## src/rtl/imem_loader.sv

```systemverilog
// Serial boot loader plus instruction RAM for the 16-bit MIPS core: parses an A5-framed image,
// holds the core in reset until the checksum matches. Optional IMEM_LOADER_RELOAD_EN allows re-sync from RUN/ERR.
module imem_loader #(
  parameter int DEPTH   = 256,
  parameter int AW      = 8,
  parameter int PC_BYTE = 1
) (
  input  logic        clk,
  input  logic        reset,
  input  logic        rx_valid,
  input  logic [7:0]  rx_data,
  output logic        rx_ready,
  input  logic [15:0] pc,
  output logic [15:0] instr,
  output logic        core_reset,
  output logic        load_done,
  output logic        err
);

  typedef enum logic [2:0] {IDLE, LEN_HI, LEN_LO, D_HI, D_LO, CHK, RUN, ERR} state_t;

  localparam logic [7:0] SYNC = 8'hA5;
`ifdef IMEM_LOADER_RELOAD_EN
  localparam logic ERR_READY = 1'b1;
`else
  localparam logic ERR_READY = 1'b0;
`endif

  state_t        state_q;
  logic [15:0]   len_q;
  logic [AW:0]   waddr_q;
  logic [7:0]    chk_q;
  logic [7:0]    hold_q;
  logic          core_reset_q;
  logic          load_done_q;
  logic          err_q;
  logic          rx_ready_q;
  logic [15:0]   mem_q [DEPTH];

  logic          accept;
  logic          wr_en;
  logic [15:0]   len_d;
  logic [AW:0]   waddr_d;
  logic [15:0]   word_pc;

  assign accept  = rx_valid && rx_ready_q;
  assign wr_en   = accept && (state_q == D_LO);
  assign len_d   = {len_q[15:8], rx_data};
  // waddr is one bit wider than the RAM index so a len==DEPTH image terminates without wrapping.
  assign waddr_d = waddr_q + (AW+1)'(1);

  // NOTE: every register here is sequential state, so all updates use non-blocking assignments.
  always_ff @(posedge clk or posedge reset) begin
    if (reset) begin
      state_q      <= IDLE;
      len_q        <= '0;
      waddr_q      <= '0;
      chk_q        <= '0;
      hold_q       <= '0;
      core_reset_q <= 1'b1;
      load_done_q  <= 1'b0;
      err_q        <= 1'b0;
      rx_ready_q   <= 1'b1;
    end else if (accept) begin
      unique case (state_q)
        IDLE: begin
          if (rx_data == SYNC) state_q <= LEN_HI;
        end
        LEN_HI: begin
          len_q[15:8] <= rx_data;
          state_q     <= LEN_LO;
        end
        LEN_LO: begin
          len_q[7:0] <= rx_data;
          waddr_q    <= '0;
          chk_q      <= '0;
          if (len_d > 16'(DEPTH)) begin
            state_q    <= ERR;
            err_q      <= 1'b1;
            rx_ready_q <= ERR_READY;
          end else if (len_d == 16'd0) begin
            state_q <= CHK;
          end else begin
            state_q <= D_HI;
          end
        end
        D_HI: begin
          hold_q  <= rx_data;
          chk_q   <= chk_q ^ rx_data;
          state_q <= D_LO;
        end
        D_LO: begin
          chk_q   <= chk_q ^ rx_data;
          waddr_q <= waddr_d;
          state_q <= (16'(waddr_d) == len_q) ? CHK : D_HI;
        end
        CHK: begin
          if (rx_data == chk_q) begin
            state_q      <= RUN;
            core_reset_q <= 1'b0;
            load_done_q  <= 1'b1;
          end else begin
            state_q    <= ERR;
            err_q      <= 1'b1;
            rx_ready_q <= ERR_READY;
          end
        end
        RUN, ERR: begin
`ifdef IMEM_LOADER_RELOAD_EN
          if (rx_data == SYNC) begin
            state_q      <= LEN_HI;
            core_reset_q <= 1'b1;
            load_done_q  <= 1'b0;
            err_q        <= 1'b0;
            rx_ready_q   <= 1'b1;
          end
`endif
        end
        default: state_q <= IDLE;
      endcase
    end
  end

  // NOTE: the RAM has no reset on purpose; the image must survive a core-side reset.
  always_ff @(posedge clk) begin
    if (wr_en) mem_q[waddr_q[AW-1:0]] <= {hold_q, rx_data};
  end

  // NOTE: both outputs get a default first so this block cannot infer a latch.
  always_comb begin
    word_pc = (PC_BYTE != 0) ? (pc >> 1) : pc;
    instr   = '0;
    if ((word_pc >> AW) == 16'd0) instr = mem_q[word_pc[AW-1:0]];
  end

  assign rx_ready   = rx_ready_q;
  assign core_reset = core_reset_q;
  assign load_done  = load_done_q;
  assign err        = err_q;

endmodule

```

## config.mk

```make
export PLATFORM = sky130hd
export DESIGN_NAME = imem_loader
export DESIGN_NICKNAME = d
export VERILOG_FILES = /design/src/rtl/imem_loader.sv
export SDC_FILE = /design/constraint.sdc
export NUM_CORES = 2
export LEC_CHECK = 0
export CAP_MARGIN = 20
export CORE_UTILIZATION = 43
export DETAILED_ROUTE_END_ITERATION = 10
export PLACE_DENSITY = 0.59
export RECOVER_POWER = 50
export SYNTH_ARGS = -nofsm -noshare
export SYNTH_HDL_FRONTEND = slang
export SYNTH_SLANG_ARGS = --single-unit
```

## constraint.sdc

```tcl
create_clock -name clk -period 3.8 [get_ports clk]
set_clock_uncertainty 0.1 [all_clocks]
set_input_delay 0.76 -clock clk [delete_from_list [all_inputs] [get_ports clk]]
set_output_delay 0.76 -clock clk [all_outputs]
set_load 0.02 [all_outputs]
```

-- After elaboration in Yosys (flattened, before gate mapping)
Memory sizes are Yosys's and may differ from the RTL's.
Cells that the tools add are included.
- $add $sub $neg: 1
- magnitude comparators: 1
- equal/unequal tests: 11
- mux-type cells: 17
- bitwise logic cells: 1
- reduce and logical (&&, ||, !) cells: 18
- operator list (cell ; number):
    16-bit logical NOT ; 2
    3-bit one-hot mux with 6 select lines ; 1
    9-bit one-hot mux with 2 select lines ; 1
    9-bit by 16-bit == test with 1-bit output ; 1
    16-bit by 9-bit > comparator with 1-bit output, second input constant ; 1
    16-bit two-way mux ; 1
    8-bit one-hot mux with 2 select lines ; 1
    3-bit two-way mux ; 4
    2-bit AND reduction ; 5
    9-bit by 1-bit adder with 9-bit output, second input constant ; 1
    8-bit == test ; 1
    8-bit == test, second input constant ; 1
    8-bit XOR ; 1
    1-bit two-way mux ; 7
    3-bit by 2-bit == test with 1-bit output, second input constant ; 2
    3-bit == test, second input constant ; 2
    2-bit inequality test, second input constant ; 3
    3-bit AND reduction ; 2
    2-bit nonzero test ; 3
    6-bit nonzero test ; 1
    1-bit one-hot mux with 2 select lines ; 2
    4-bit AND reduction ; 1
    3-bit by 1-bit == test with 1-bit output, second input constant ; 1
    3-bit logical NOT ; 1
    2 further kinds ; 3
- flip-flop bits (word level): 48
- RAM bits: 4096
- bits of input ports: 27
- memories kept: 1
- memories (name ; words ; bits a word ; read ports ; clocked after memory_dff ; write ports ; RTL line ; RTL):
    mem_q ; 256 ; 16 ; 1 ; 0 ; 1 ; 38 ; logic [15:0] mem_q [DEPTH];

-- Longest topological paths before layout
- depth after elaboration: 4
- gate-level depth with buffers: 13
- mapped depth without buffers: 8

-- Least setup slack after synthesis
No wires, ideal clock.
- path type: register -> register
- start: register hold_q[2]
- end: memory mem_q[0][10] (data pin)
- setup time: 0.803 ns
- data arrival time: 3.181 ns
- setup slack: -0.284 ns
- stages on the path, launching flop included: 1
- buffers on the path: 0
- period minus slack after synthesis: 4.084 ns
- cell sequence: dfrtp_1
- RTL lines (what ; RTL line ; RTL):
    start: declaration ; 33 ; logic [7:0] hold_q;
    start signal: assignment ; 88 ; hold_q <= rx_data;
    end: declaration ; 38 ;
Straight into the memory's write port.

-- Final worst setup path
- start: input pc[1]
- end: output instr[10]
- cells in the longest elaborated chain, start to end: 2
- ends and longest elaborated chain (what ; RTL line ; RTL):
    start: declaration ; 13 ; input logic [15:0] pc,
    memory 256 x 16 bit ; -- ;
    16-bit two-way mux ; 133 ; if ((word_pc >> AW) == 16'd0) instr = mem_q[word_pc[AW-1:0]];
    end: declaration ; 14 ; output logic [15:0] instr,
No other way between the ends.

==> results.md <==
- Reg2reg end: mem_q[81][12]
- Max cap viols: 26
- R2r setup slk: -230 ps
- Final Non-Filler Cells: 14.46k
- Post-synth net total: 7720
- #FFs+latches synth: 4144
- Syn-to-layout area delta: 20.14%
- Worst-Margin Slew: 4224 ps
- M2 GR Usage: roughly 40%
- TritonCTS clock tree: built
- Total routed wirelength: 508.1 mm
- Critical path endpoint: instr[10]
- Ys async rst share: 1.158%
- DRC Markers: 0
- Placement Cell Area: between 150000 and 200000 sq um
- Dpl ws: -1558 ps
- Req. time, crit path: 2940 ps
- Status: complete, but fails checks
- Core ar.: 376700 sq um
- Antenna violations before repair: 26
- Seq/Total Area, Yosys: 76.05%
- Final nets: 9122
- WL per Instance: about 35 um
- CTS max path bufs: 4
- Final Hold Viols: 0
- Number of global-route vias before repair: 86.08k
- Top_reg_cell synth: edfxtp_1
- Clock Sinks: 4144
- Commonest non-fill, non-tap cell in the layout: edfxtp_1
- Share of cells above drive strength 1: 32.56%
- Post-DP HPWL: between 300 and 400 mm
- TritonCTS Buffers: 420
- Maximum vdd drop: between 0.3 and 0.4 mV
- Busiest grt layer: met2
- Synth cell types: 92
- GPL Wtd Cong: 0.9623
- Slew Limit Fails: ~2.1k
- HP Class: flip-flop to flip-flop
- First-pass GRT wire length: 697.7 mm
- Num rows: 225
- Final Instance Area: roughly 200000 sq um
- Worst Setup SP: pc[1]
- Final ANT Viol Nets: 0
- Total GRT Usage: 26.21%
- Worst setup EP type: output pin
- R2R depth: 1
- Die ar.: 382300 sq um
- Mapped cell area: 163300 sq um
- Min cycle time layout: between 4000 and 5000 ps
- Violated checks: max-capacitance violations, max-slew violations, negative setup slack
- Initial Util: 43.36%
- Placed cells: roughly 14k
- Crit start category: input port
- Syn. warnings: 0
- Final TNS setup: -148900 ps
- Vias after detailed routing: 88.41k
- Pleak: 70.01 nW
- Critical R2R Launch: hold_q[4]
- Die Y-Extent: 618.3 um
- Total grt overflow: 0
- Kind of critical path: input port to output pin
- CP Max Fanout: 6
- Slew margin rel.: -181.6%
- CP Data Arrival Time: between 3000 and 4000 ps
- Achievable clock frequency: 210.3 MHz
- GRT met1 Usage: 36.50%
- Syn Area/Cell: 21.24 sq um
- Final setup fails: about 760
- Final setup margin: -954.1 ps
- Period Utilization, post-route: 125.1%
- Vias per cell: 6.114
- Cells after Synth: 7689
- Clock latency on the worst-skew pair: 1020 ps
- Most frequent cells in the layout: edfxtp_1, buf_4, mux4_2
- Largest net degree at the start of global routing: 195
- Die W: 618.3 um
- Post-synth EDFFs: 4096
- Unrepaired setup endpoints after global routing: true
- Initial drt markers: 11.72k
- Total power: roughly 96 mW
- Met3 usage: 4.988%
- Initial DRT Pass Iterations: 6
- Layout Utilization: 52.09%
- Clock transition at the registers of the reported paths: 60 ps
- Clock root cell: clkbuf_16
- Htree depth: 5
- Worst Hold Margin: about 380 ps
- Pwr Density: 486.9 nW/um^2
- I/O Pins: 47
- Count of input and output buffers: 45
[cell families (layout without fill, tap and decap cells)]
group	Yosys count	in the layout	share of synthesized area [%]
other cells	0	16	0
compound gates	804	804	3.405
fa+ha+maj	4	4	0.03065
buf+inv	458	2219	2.596
mux	1396	1396	15.41
simple gates	861	861	2.391
xor+xnor	22	22	0.1180
flops	4144	4144	76.05
[critical path, stage by stage]
cell      delay (ps)
buf_16           140
buf_12           150
buf_16           170
buf_16           160
buf_4            170
mux2i_1          130
o221ai_1         230
buf_4            150
a21oi_1          180
o311ai_2         570
or3b_4           480
buf_12           160
o31ai_4          110
buf_4            200
buf_12           100
[synthesized netlist by cell type (38+ instances only)]
| cell | instances | area (sq um) |
|---|---|---|
| clkbuf_8 | 63 | 867.1 |
| mux4_1 | 203 | 5334 |
| mux2i_1 | 522 | 5225 |
| mux2_2 | 45 | 506.7 |
| dfrtp_1 | 46 | 1151 |
| o22ai_1 | 152 | 950.9 |
| a21oi_1 | 131 | 655.6 |
| mux4_2 | 626 | 14100 |
| buf_8 | 58 | 870.8 |
| clkbuf_1 | 100 | 375.4 |
| buf_6 | 59 | 664.4 |
| o221ai_1 | 173 | 1515 |
| o21ai_0 | 134 | 670.6 |
| edfxtp_1 | 4096 | 123000 |
| nand2_1 | 137 | 514.2 |
| nor3_1 | 89 | 445.4 |
| buf_2 | 99 | 495.5 |
| a211oi_1 | 38 | 285.3 |
| nor2_1 | 399 | 1498 |
| nand3_1 | 73 | 365.4 |
[cell type report]
class / instances / area, sq um
fill: 29330 / 180500
sequential: 4144 / 124200
multi-input combinational: 3087 / 36430
timing repair buffer: 1431 / 15650
clock buffer: 508 / 11020
tap: 4994 / 6248
clock inverter: 273 / 2582
inverter: 7 / 43.79
antenna: 16 / 40.04
[registers in the layout, summed over array words and instances (netlist names)]
signal      count
mem_q        4096
len_q          16
waddr_q         9
chk_q           8
hold_q          8
state_q         3
core_reset      1
err             1
load_done       1
rx_ready        1
[metal layers]
layer,part of all wire (%),vias up
met5,0.020,-
met4,5.0,4
met3,9.9,901
met2,46,4920
met1,39,47200
li1,-,35380
[power breakdown]
part | total [mW] | switching [mW] | internal (mW) | leakage (nW)
combinational | 4.64 | 2.80 | 1.84 | 20.5
clock | 41.0 | 17.7 | 23.3 | 6.63
sequential | 49.9 | 0 | 49.9 | 42.9
total | 95.5 | 20.5 | 75.0 | 70.0
[worst min-delay path by stage]
stage	slack, ps	depth (start not counted)	startpoint	endpoint
2_1_floorplan	370	1	chk_q[0]	chk_q[0]
6_report	380	1	err	err
4_1_cts	10	1	rx_data[7]	mem_q[2][7]
3_5_place_dp	360	1	err	err
5_1_grt	400	1	core_reset	core_reset
3_3_place_gp	360	1	load_done	load_done
[timing repair]
| action | in CTS | in global routing |
|---|---|---|
| hold endpoints to repair | 10 | 0 |
| hold buffers | 2 | 0 |
| gates cloned | 22 | 4 |
| setup buffers | 79 | 47 |
| pin swaps | 40 | 41 |
| resized for setup | 284 | 129 |
| setup endpoints to repair | 16 | 16 |
(Power assumes the default switching activity.)
